===== config.mk =====
export PLATFORM = sky130hd
export DESIGN_NAME = al_accel_outpack_flat
export DESIGN_NICKNAME = d
export VERILOG_FILES = /design/src/rtl/al_accel_outpack_if.sv /design/src/rtl/al_accel_outpack.sv /design/src/flat_wrapper.sv
export SDC_FILE = /design/constraint.sdc
export NUM_CORES = 1
export LEC_CHECK = 0
export ABC_AREA = 1
export BUFFER_PORTS_ARGS = -buffer_cell sky130_fd_sc_hd__buf_2
export CAP_MARGIN = 20
export CORE_UTILIZATION = 38
export CTS_CLUSTER_SIZE = 20
export DETAILED_ROUTE_END_ITERATION = 10
export GPL_ROUTABILITY_DRIVEN = 0
export HOLD_SLACK_MARGIN = 0.12
export SLEW_MARGIN = 20
export SYNTH_ARGS = -nofsm -noshare
export SYNTH_HDL_FRONTEND = slang
export SYNTH_SLANG_ARGS = --single-unit

===== constraint.sdc =====
create_clock -name clk -period 3.1 [get_ports clk]
set_input_delay 0.155 -clock clk [delete_from_list [all_inputs] [get_ports clk]]
set_output_delay 0.155 -clock clk [all_outputs]
set_load 0.02 [all_outputs]

===== src/rtl/al_accel_outpack_if.sv =====
// rtl/al_accel_outpack_if.sv - sample input and packed-word output handshakes for al_accel_outpack
interface al_accel_outpack_if;
    logic        in_vld;
    logic [31:0] in_data;
    logic        in_rdy;
    logic [31:0] pack_do;
    logic [3:0]  pack_be;
    logic        pack_vld;
    logic        pack_rdy;

    modport master (
        output in_vld, in_data, pack_rdy,
        input  in_rdy, pack_do, pack_be, pack_vld
    );

    modport slave (
        input  in_vld, in_data, pack_rdy,
        output in_rdy, pack_do, pack_be, pack_vld
    );
endinterface


===== src/rtl/al_accel_outpack.sv =====
// rtl/al_accel_outpack.sv - zero-point add, activation clamp and 4-lane int8 word packer
module al_accel_outpack (
    input  logic                 clk,
    input  logic                 resetn,
    input  logic                 clr,
    al_accel_outpack_if.slave    bus,
    input  logic [31:0]          out_offset,
    input  logic [7:0]           act_min,
    input  logic [7:0]           act_max,
    input  logic                 flush,
    output logic [15:0]          word_cnt
);

    logic [1:0]         lane_idx;
    logic [23:0]        part;
    logic               flush_pend;
    logic signed [32:0] sum;
    logic signed [32:0] lo;
    logic signed [32:0] hi;
    logic signed [32:0] clamped;
    logic [7:0]         b;
    logic [3:0]         be_part;
    logic               ofree;
    logic               acc;

    // 33-bit add cannot wrap; clamp to the upper bound last so an inverted range yields act_max
    always_comb begin
        sum     = {bus.in_data[31], bus.in_data} + {out_offset[31], out_offset};
        lo      = {{25{act_min[7]}}, act_min};
        hi      = {{25{act_max[7]}}, act_max};
        clamped = (sum < lo) ? lo : sum;
        clamped = (clamped > hi) ? hi : clamped;
        b       = clamped[7:0];
    end

    always_comb begin
        case (lane_idx)
            2'd1:    be_part = 4'b0001;
            2'd2:    be_part = 4'b0011;
            2'd3:    be_part = 4'b0111;
            default: be_part = 4'b0000;
        endcase
    end

    assign ofree      = !bus.pack_vld || bus.pack_rdy;
    assign bus.in_rdy = !flush_pend && (lane_idx != 2'd3 || ofree);
    assign acc        = bus.in_vld && bus.in_rdy;

    always_ff @(posedge clk or negedge resetn) begin
        if (!resetn) begin
            lane_idx     <= 2'd0;
            part         <= 24'd0;
            flush_pend   <= 1'b0;
            bus.pack_do  <= 32'd0;
            bus.pack_be  <= 4'd0;
            bus.pack_vld <= 1'b0;
            word_cnt     <= 16'd0;
        end else if (clr) begin
            lane_idx     <= 2'd0;
            part         <= 24'd0;
            flush_pend   <= 1'b0;
            bus.pack_do  <= 32'd0;
            bus.pack_be  <= 4'd0;
            bus.pack_vld <= 1'b0;
            word_cnt     <= 16'd0;
        end else begin
            if (bus.pack_vld && bus.pack_rdy) begin
                bus.pack_vld <= 1'b0;
                word_cnt     <= word_cnt + 16'd1;
            end
            if (acc) begin
                if (lane_idx == 2'd3) begin
                    bus.pack_do  <= {b, part};
                    bus.pack_be  <= 4'b1111;
                    bus.pack_vld <= 1'b1;
                    lane_idx     <= 2'd0;
                    part         <= 24'd0;
                end else begin
                    case (lane_idx)
                        2'd0:    part[7:0]   <= b;
                        2'd1:    part[15:8]  <= b;
                        default: part[23:16] <= b;
                    endcase
                    lane_idx <= lane_idx + 2'd1;
                end
                // a flush alongside an accept is serviced after that sample lands
                if (flush) flush_pend <= 1'b1;
            end else if (flush_pend || flush) begin
                if (lane_idx == 2'd0) begin
                    flush_pend <= 1'b0;
                end else if (ofree) begin
                    bus.pack_do  <= {8'h00, part};
                    bus.pack_be  <= be_part;
                    bus.pack_vld <= 1'b1;
                    lane_idx     <= 2'd0;
                    part         <= 24'd0;
                    flush_pend   <= 1'b0;
                end else begin
                    flush_pend <= 1'b1;
                end
            end
        end
    end

endmodule


===== src/flat_wrapper.sv =====
// flat-port wrapper written by rule: the top's interface ports become plain ports
module al_accel_outpack_flat 
  (clk, resetn, clr, out_offset, act_min, act_max, flush, word_cnt, bus_in_vld, bus_in_data, bus_pack_rdy, bus_in_rdy, bus_pack_do, bus_pack_be, bus_pack_vld);
  al_accel_outpack_if bus_i ();
  input  logic clk;
  input  logic resetn;
  input  logic clr;
  input  logic [31:0] out_offset;
  input  logic [7:0] act_min;
  input  logic [7:0] act_max;
  input  logic flush;
  output logic [15:0] word_cnt;
  input wire logic [$bits(bus_i.in_vld)-1:0] bus_in_vld;
  input wire logic [$bits(bus_i.in_data)-1:0] bus_in_data;
  input wire logic [$bits(bus_i.pack_rdy)-1:0] bus_pack_rdy;
  output wire logic [$bits(bus_i.in_rdy)-1:0] bus_in_rdy;
  output wire logic [$bits(bus_i.pack_do)-1:0] bus_pack_do;
  output wire logic [$bits(bus_i.pack_be)-1:0] bus_pack_be;
  output wire logic [$bits(bus_i.pack_vld)-1:0] bus_pack_vld;
  assign bus_i.in_vld = bus_in_vld;
  assign bus_i.in_data = bus_in_data;
  assign bus_i.pack_rdy = bus_pack_rdy;
  assign bus_in_rdy = bus_i.in_rdy;
  assign bus_pack_do = bus_i.pack_do;
  assign bus_pack_be = bus_i.pack_be;
  assign bus_pack_vld = bus_i.pack_vld;
  al_accel_outpack u_core (.clk(clk), .resetn(resetn), .clr(clr), .bus(bus_i), .out_offset(out_offset), .act_min(act_min), .act_max(act_max), .flush(flush), .word_cnt(word_cnt));
endmodule

# [Yosys cells after proc, flatten, opt, wreduce, memory -nomap -nowiden]
# Index checks and enable logic that the tools add are counted.
[classes] add_sub_neg=3 multipliers=0 div_mod_pow=0 n_lt_le_gt_ge=2 n_eq_ne=10 n_shift=0 n_mux=45 bitwise=0 reduce_logical=19
[ops] cell="$mux 32" count=6
[ops] cell="$mux 24" count=6
[ops] cell="$add 32x32->33" count=1
[ops] cell="$gt 33x8->1" count=1
[ops] cell="$lt 33x8->1" count=1
[ops] cell="$mux 33" count=1
[ops] cell="$mux 16" count=2
[ops] cell="$mux 8" count=4
[ops] cell="$mux 4" count=6
[ops] cell="$add 16x1->16 const B" count=1
[ops] cell="$reduce_and 4->1" count=4
[ops] cell="$mux 1" count=13
[ops] cell="$mux 2" count=6
[ops] cell="$ne 4x4->1 const B" count=3
[ops] cell="$pmux 3 s3" count=1
[ops] cell="$ne 3x3->1 const B" count=2
[ops] cell="$reduce_bool 3->1" count=2
[ops] cell="$eq 2x2->1 const B" count=2
[ops] cell="$logic_and 1x1->1" count=3
[ops] cell="$logic_or 1x1->1" count=3
[ops] cell="$ne 3x2->1 const B" count=1
[ops] cell="$reduce_and 3->1" count=1
[ops] cell="$add 2x1->2 const B" count=1
[ops] cell="$eq 2x1->1 const B" count=1
[ops] cell="6 further kinds" count=7
[totals] ff_bits=80 latch_bits=0 mem_bits_rw=0 mem_bits_ro=0 in_bits=86 elab_cells=88 memories=0

# [Longest topological paths before layout]
# Gate-level depths: netlist (run 1).
[logic_depth] ltp_word=9 depth_mapped=42 mapped_depth_nobuf=41

# [Worst setup path after synthesis (run 1)]
# No wires, ideal clock.
[synth_timing] path_kind="input to register" start="input bus_in_data[0]" end="register u_core.part[14]" setup_ns=0.118 arrival_ns=4.607 t_required_ns=2.982 slack_ns=-1.625 path_stages=35 path_buffers=1 path_cell_list="ha_1 -> inv_1 -> fa_1 -> o21ai_2 -> nand2_1 -> nand2_1 -> a21o_1 -> nand3_1 -> nand2_1 -> xor2_1 -> inv_1 -> ha_1 -> nand2_2 -> nor3_2 -> nand2_1 -> nor2_2 -> nand2_2 -> nand3_2 -> nand2_4 -> clkbuf_2 -> o21ai_0 -> inv_1 -> ha_1 -> nand2_1 -> inv_1 -> o21ai_1 -> nand2_1 -> nand2_1 -> nand2_1 -> a21oi_1 -> nand4_2 -> nand2_8 -> nand3_2 -> nand4_1 -> nand2_1"
[synth_via] elab_chain_cells=9
[synth_rtl] item="from (decl)" line_no="flat_wrapper.sv:14" text="input wire logic [$bits(bus_i.in_data)-1:0] bus_in_data;"
[synth_rtl] item="$add 32x32->33 *" line_no="al_accel_outpack.sv:28" text="sum = {bus.in_data[31], bus.in_data} + {out_offset[31], out_offset};"
[synth_rtl] item="$lt 33x8->1" line_no="al_accel_outpack.sv:31" text="clamped = (sum < lo) ? lo : sum;"
[synth_rtl] item="$mux 33 *" line_no="al_accel_outpack.sv:31"
[synth_rtl] item="$gt 33x8->1" line_no="al_accel_outpack.sv:32" text="clamped = (clamped > hi) ? hi : clamped;"
[synth_rtl] item="$mux 8 *" line_no="al_accel_outpack.sv:32"
[synth_rtl] item="$mux 8 *" line_no="al_accel_outpack.sv:79" text="case (lane_idx)"
[synth_rtl] item="$mux 24 *" line_no="al_accel_outpack.sv:72" text="if (lane_idx == 2'd3) begin"
[synth_rtl] item="$mux 24 *" line_no="al_accel_outpack.sv:71" text="if (acc) begin"
[synth_rtl] item="$mux 24 *" line_no="al_accel_outpack.sv:58" text="end else if (clr) begin"
[synth_rtl] item="to (signal assigned)" line_no="al_accel_outpack.sv:60" text="part <= 24'd0;"
[synth_rtl] item="to (signal assigned)" line_no="al_accel_outpack.sv:77" text="part <= 24'd0;"
[synth_rtl] item="to (signal assigned)" line_no="al_accel_outpack.sv:81" text="2'd1: part[15:8] <= b;"
[synth_rtl] item="to (decl)" line_no="al_accel_outpack.sv:15" text="logic [23:0] part;"
# Every way passes the cells marked *; elsewhere a longest branch is shown, timed or not. The select of a mux whose other input is x is not followed.
# A chain may end at the register's enable or synchronous reset.

# [Worst setup path after layout (run 1)]
[layout_timing] start="input bus_in_data[7]" end="register u_core.part[20]"
# The elaborated chain is that of the path after synthesis.

==> metrics.md, run 1 <==
| Metric | Value |
|---|---|
| Run status | complete, but fails checks |
| Violated checks | setup timing |
| Final instance area | 0.0115 mm^2 |
| Placed instance area | 0.00991 mm^2 |
| Starting Density | 38.9% |
| Met3 routed WL | about 610 um |
| Number of CTS-inserted buffers | 9 |
| Max Root-Sink Buffers | 2 |
| Hold Vio Cnt, Final | 0 |
| Period utilization | 151% |
| Avg Cell Area, Syn | ~7 um^2 |
| Cells after synthesis | 1084 |
| Setup TNS | -49.13 ns |
| LEAKAGE | approximately 6 nW |
| Min-Delay Path Class | in2reg |
| Ports | 140 |
| Starting DRT DRC Count | about 280 |
| Synth async-reset ratio | 100% |
| Via-to-Cell Ratio | 4.86 |
| PwrDens | 523 mW/mm^2 |
| Final slew viol count | 0 |
| Die Wd | around 140 um |
| Area grow syn2layout | 51.1% |
| Slowest cell on crit path | ha_1 |
| Clock Latency Late Sink | 0.33 ns |
| Inst Count DP | 1634 |
| DRT Wirelength | about 22000 um |
| CP dominant cell by count | nand2_1 |
| Post-route minimum period | 4.68 ns |
| Nets | 1604 |
| Die area | 0.0206 mm^2 |
| N_diodes | 0 |
| Startpoint Class | input pin |
| Slew @ Worst Pin | 0.720 ns |
| Via count | between 8000 and 9000 |
| Fin util | 58.8% |
| Met1 wire length | 9790 um |
| Num rows | 51 |
| Post-DP HPWL | 16400 um |
| CP endpoint kind | flip-flop |
| Final setup fails | 32 |
| CP max stage delay | around 0.33 ns |
| RSZ-0062 raised after global routing | yes |
| Largest net degree at the start of global routing | 81 |
| Top-area cell type share of the netlist area | between 20% and 30% |
| Non-Filler Instances | 1685 |
| Wire per inst | 12.9 um |
| First-pass DRT Iterations | 5 |
| Core area | just under 0.02 mm^2 |
| Metal2 WL | 10900 um |
| Flops & latches, synth | 80 |
| Primary FF master, synth | dfrtp_1 |
| Yosys warning count | 0 |
| Crit Path Max Fanout | 8 |
| Fmax | 214 MHz |
| Vias in the first global route | 7538 |
| FF/Latch Area | 0.00200 mm^2 |
| Cell area after synthesis | 0.00760 mm^2 |
| H-Tree Depth | 3 |
| Final worst slack | -1.58 ns |
| Tot GR Track Use | 20.5% |
| Die Y | 143 um |
| Syn_nets | around 1300 |
| Top Layer Used | met4 |
| Clock sink count | 80 |
| Peak VDD IR | 0.230 mV |
| Worst-path clk slew | 0.06 ns |
| Total of fill cells in the finished design | about 1800 |
| Total of max-cap violations | 0 |
| Design Power | 6.00 mW |
| CTS tree | built |
| Post-synth EDFFs | 0 |
| Multi-input gate area | about 0.006 mm^2 |
| Initial antenna violation count | 0 |
| CP arrival | 4.89 ns |
| Final Skew | 0.00646 ns |
| Routed Antenna Nets | 0 |
| Root buffer cell | clkbuf_16 |
| Worst slew margin | 52.0% |
| Remaining Overflow, GRT | 0 |
| # DRC | 0 |
| Synth area leaders | dfrtp_1, ha_1, nand2_1 |
| Seq/Total Area, Yosys | 26.4% |
| Yosys cell types | 43 |
| Yosys top cell by area | dfrtp_1 |
| Share of cells above drive strength 1 | approximately 39% |
| WS Path Type | in2reg |
| WP data required | about 3.3 ns |
| First-pass GRT wire length | around 34000 um |
| I/O Buffers | 139 |
[report_power, final]
part / leakage, nW / switching, mW / total [mW] / internal (mW)
Sequential: 1.10 / 0.0706 / 1.24 / 1.17
Clock: 0.147 / 0.411 / 1.06 / 0.649
Combinational: 4.72 / 2.04 / 3.71 / 1.66
Total: 5.96 / 2.53 / 6.00 / 3.48
[registers in the layout, indices dropped and copies added (netlist names)]
name / flops
u_core.lane_idx: 2
u_core.part: 24
u_core.bus.pack_vld: 1
u_core.word_cnt: 16
u_core.bus.pack_be: 4
u_core.bus.pack_do: 32
u_core.flush_pend: 1
[per-layer routing]
layer,vias up,GRT usage (%)
li1,4263,-
met1,3719,25.9
met2,173,36.8
met3,38,1.77
met4,0,6.55
met5,-,0
[area by class of cell]
cell class                      instances  share of cell area [%]
Multi-Input combinational cell        847                    52.6
Clock buffer                           12                    2.15
Inverter                              144                    4.71
Timing Repair Buffer                  333                    19.8
Clock inverter                          4                   0.458
Sequential cell                        80                    17.4
Tap cell                              265                    2.89
[path summary, 6_finish.rpt]
| check | from | end | slack (ns) | cells past startpoint |
|---|---|---|---|---|
| max in group asynchronous | resetn | u_core.flush_pend$_DFFE_PN0P_ | 2.17 | 2 |
| hold / removal | bus_in_vld | u_core.flush_pend$_DFFE_PN0P_ | 0.17 | 3 |
| setup / recovery | bus_in_data[7] | u_core.part[20]$_DFFE_PN0P_ | -1.58 | 33 |
| hold reg to reg | u_core.word_cnt[15]$_DFFE_PN0P_ | u_core.word_cnt[15]$_DFFE_PN0P_ | 0.47 | 1 |
| setup reg to reg | u_core.lane_idx[0]$_DFFE_PN0P_ | u_core.bus.pack_be[1]$_DFFE_PN0P_ | 0.70 | 12 |
| min in group asynchronous | resetn | u_core.bus.pack_do[13]$_DFFE_PN0P_ | 0.41 | 2 |
[what timing repair did]
action | CTS | global route
hold buffers | 1 | 0
gates cloned | 5 | 0
setup endpoints to repair | 32 | 32
buffers inserted | 11 | 18
pin swaps | 44 | 48
resized for setup | 54 | 146
hold endpoints to repair | 80 | 0
[worst max-delay path: cells and delay by family]
kind,cells,cell delay [ns]
buffers and inverters,8,0.88
adder cells (fa/ha/maj),3,0.93
AO/OA/AOI/OAI,5,0.93
AND/OR/NAND/NOR,17,1.98
[per-stage QoR]
step,hold WS [ns],setup slack (ns)
after global routing,0.185,-1.90
final,0.165,-1.58
after detailed placement,0.386,-2.04
after global placement,0.387,-1.96
after CTS,0.151,-1.51
after floorplan,-0.141,-1.34
[kinds of logic (layout without fill, tap and decap cells)]
| group | Yosys count | after routing | synth area share (%) |
|---|---|---|---|
| simple gates | 526 | 530 | 31.5 |
| compound gates | 188 | 188 | 13.6 |
| flops | 80 | 80 | 26.4 |
| xor+xnor | 26 | 26 | 3.00 |
| buf+inv | 161 | 493 | 8.48 |
| fa+ha+maj | 103 | 103 | 17.1 |
[Yosys cell counts (9+ instances only)]
cell type,instances
nor2_1,74
nand2_1,302
buf_2,9
dfrtp_1,80
nand4_1,35
ha_1,102
o21ai_0,77
nand3_1,58
a21oi_1,66
inv_1,138
xor2_1,21
nor3_1,19
[layout by cell type (no fill, tap or decap), types with 14 or more instances in the layout]
cell type  synthesis  layout
inv_1            138     127
a21oi_2            2      15
nand4_1           35      35
nand3_2            4      14
nor2_1            74      61
a21oi_1           66      51
ha_1             102      69
buf_4              1     181
o21ai_0           77      53
nand2_1          302     271
buf_2              9     136
inv_2              4      15
nand3_1           58      41
dfrtp_1           80      80
nor3_1            19      15
o21ai_1            8      19
ha_4               0      30
nand2_2            8      34
No activity file was read; power rests on OpenSTA's default activity.
==> inputs of run 2 (changes only) <==
- CAP_MARGIN: 20 -> 0
- MAX_ROUTING_LAYER: default -> met4
==> run 2 against run 1 <==
  * Sequential share of layout area did not move
  * Hold slack got worse by 0.0040 ns
  * Clock-buffer cell count did not move
  * First-iteration DRC count fell by 3.2%
  * Final cell count did not move
  * Critical path depth did not move
  * Utilization did not move
  * Clock skew barely moved
  * Largest cell class unchanged
  * Total power rose by 0.13%
  * Clock power barely moved
  * The run still ends with setup timing left
  * Fmax barely moved
  * Sequential power barely moved
==> metrics.md, run 2 (synthesis gave the netlist of run 1 again) <==
| Metric | Value |
|---|---|
| Final worst slack | -1.58 ns |
| DRT Wirelength | approximately 22000 um |
| Post-route minimum period | 4.68 ns |
| RSZ-0062 raised after global routing | yes |
| H-Tree Depth | 3 |
| Clock sink count | 80 |
| Post-DP HPWL | 16400 um |
| Largest reg by FF count | u_core.bus.pack_do |
| Nets | 1604 |
| I/O Buffers | about 140 |
| Starting Density | between 30% and 40% |
| PwrDens | 524 mW/mm^2 |
| Largest net degree at the start of global routing | 81 |
| Setup TNS | -49.05 ns |
| Max FFs per register | 32 |
| # DRC | 0 |
| Clock Latency Late Sink | about 0.34 ns |
| Pre-CTS setup slack | -2.04 ns |
| Non-Filler Instances | 1685 |
| Hold Vio Cnt, Final | 0 |
| First-pass DRT Iterations | 5 |
| Fmax | 214 MHz |
| Final slew viol count | 0 |
| Root buffer cell | clkbuf_16 |
| LEAKAGE | 5.96 nW |
| Ports | between 100 and 150 |
| Slew @ Worst Pin | 0.711 ns |
| WP data required | around 3.3 ns |
| N_diodes | 0 |
| Min-Delay Path Class | in2reg |
| CP max stage delay | 0.33 ns |
| Die Y | 143 um |
| Crit Path Max Fanout | 8 |
| Worst-path clk slew | 0.06 ns |
| Initial antenna violation count | 0 |
| CP dominant cell by count | nand2_1 |
| Starting DRT DRC Count | 273 |
| Violated checks | setup timing |
| Die area | around 0.021 mm^2 |
| Wire per inst | 12.9 um |
| First-pass GRT wire length | 34300 um |
| CP arrival | roughly 4.9 ns |
| Most common cell after layout, fill and taps aside | nand2_1 |
| Number of CTS-inserted buffers | 9 |
| Worst slew margin | between 50% and 60% |
| Core area | 0.0195 mm^2 |
| Tot GR Track Use | 21.1% |
| Final setup fails | 32 |
| Routed Antenna Nets | 0 |
| Inst Count DP | 1634 |
| Max Root-Sink Buffers | 2 |
| Run status | complete, but fails checks |
| CTS tree | built |
| Top flop regs | u_core.bus.pack_do: 32 flops, u_core.part: 24 flops, u_core.word_cnt: 16 flops |
| Remaining Overflow, GRT | 0 |
| CP endpoint kind | flip-flop |
| Via count | around 8000 |
| Slowest cell on crit path | ha_1 |
| Startpoint Class | input pin |
| Num rows | 51 |
| Vias in the first global route | 7531 |
| Period utilization | 151% |
| Most frequent cells in the layout | nand2_1, buf_4, buf_2 |
| Die Wd | 143 um |
| Final Skew | 0.00629 ns |
| Peak VDD IR | 0.230 mV |
| Fin util | between 50 and 60% |
| Share of cells above drive strength 1 | 38.6% |
| Total of max-cap violations | 0 |
| WS Path Type | in2reg |
| Area grow syn2layout | 51.1% |
| Via-to-Cell Ratio | 4.86 |
run 2: cell counts in the layout (fill, tap and decap cells not counted):
No cell type changed its count.
run 2: layer usage:
metal	track usage (%)	share of wire [%]
met2	36.7	50
met3	1.77	2.9
met5	-	0
met4	6.55	2.0
met1	25.9	45
run 2: through the flow:
stage	hold WS [ns]	power, mW	area (um^2)
finish	0.161	6.01	11500
global route	0.185	6.47	11500
floorplan	-0.141	3.14	7750
CTS	0.151	5.57	10600
global placement	0.387	4.11	9910
detailed placement	0.386	4.16	9910
run 2: final timing paths:
| path | from | to | slack [ns] | cells past startpoint |
|---|---|---|---|---|
| max in group asynchronous | resetn | u_core.word_cnt[3]$_DFFE_PN0P_ | 2.19 | 2 |
| min reg2reg | u_core.word_cnt[15]$_DFFE_PN0P_ | u_core.word_cnt[15]$_DFFE_PN0P_ | 0.47 | 1 |
| min | bus_in_vld | u_core.flush_pend$_DFFE_PN0P_ | 0.16 | 3 |
| min in group asynchronous | resetn | u_core.bus.pack_do[13]$_DFFE_PN0P_ | 0.42 | 2 |
| max | bus_in_data[7] | u_core.part[20]$_DFFE_PN0P_ | -1.58 | 33 |
| max reg2reg | u_core.lane_idx[0]$_DFFE_PN0P_ | u_core.bus.pack_be[1]$_DFFE_PN0P_ | 0.69 | 12 |
run 2: power by group:
group / switching (mW) / internal, mW / total, mW
clock network: 0.415 / 0.649 / 1.06
registers: 0.0708 / 1.17 / 1.24
logic: 2.05 / 1.67 / 3.71
run 2: timing repair:
action,in CTS,in global routing
buffers inserted,11,18
hold buffers,1,0
pin swaps,44,48
setup endpoints to repair,32,32
endpoints found under the hold margin,80,0
gates resized for setup,54,146
cloned,5,0
run 2: cell type report:
type	count	area, um^2
Clock buffer	12	246
Clock inverter	4	52.6
Fill cell	1832	8050
Inverter	144	541
Multi-Input combinational cell	847	6040
Sequential cell	80	2000
Tap cell	265	332
Timing Repair Buffer	333	2270
run 2: worst max-delay path, delay by kind of cell:
family / cells / cell delay [ns]
AND/OR/NAND/NOR: 17 / 1.97
adder cells (fa/ha/maj): 3 / 0.93
AO/OA/AOI/OAI: 5 / 0.93
buffers and inverters: 8 / 0.88
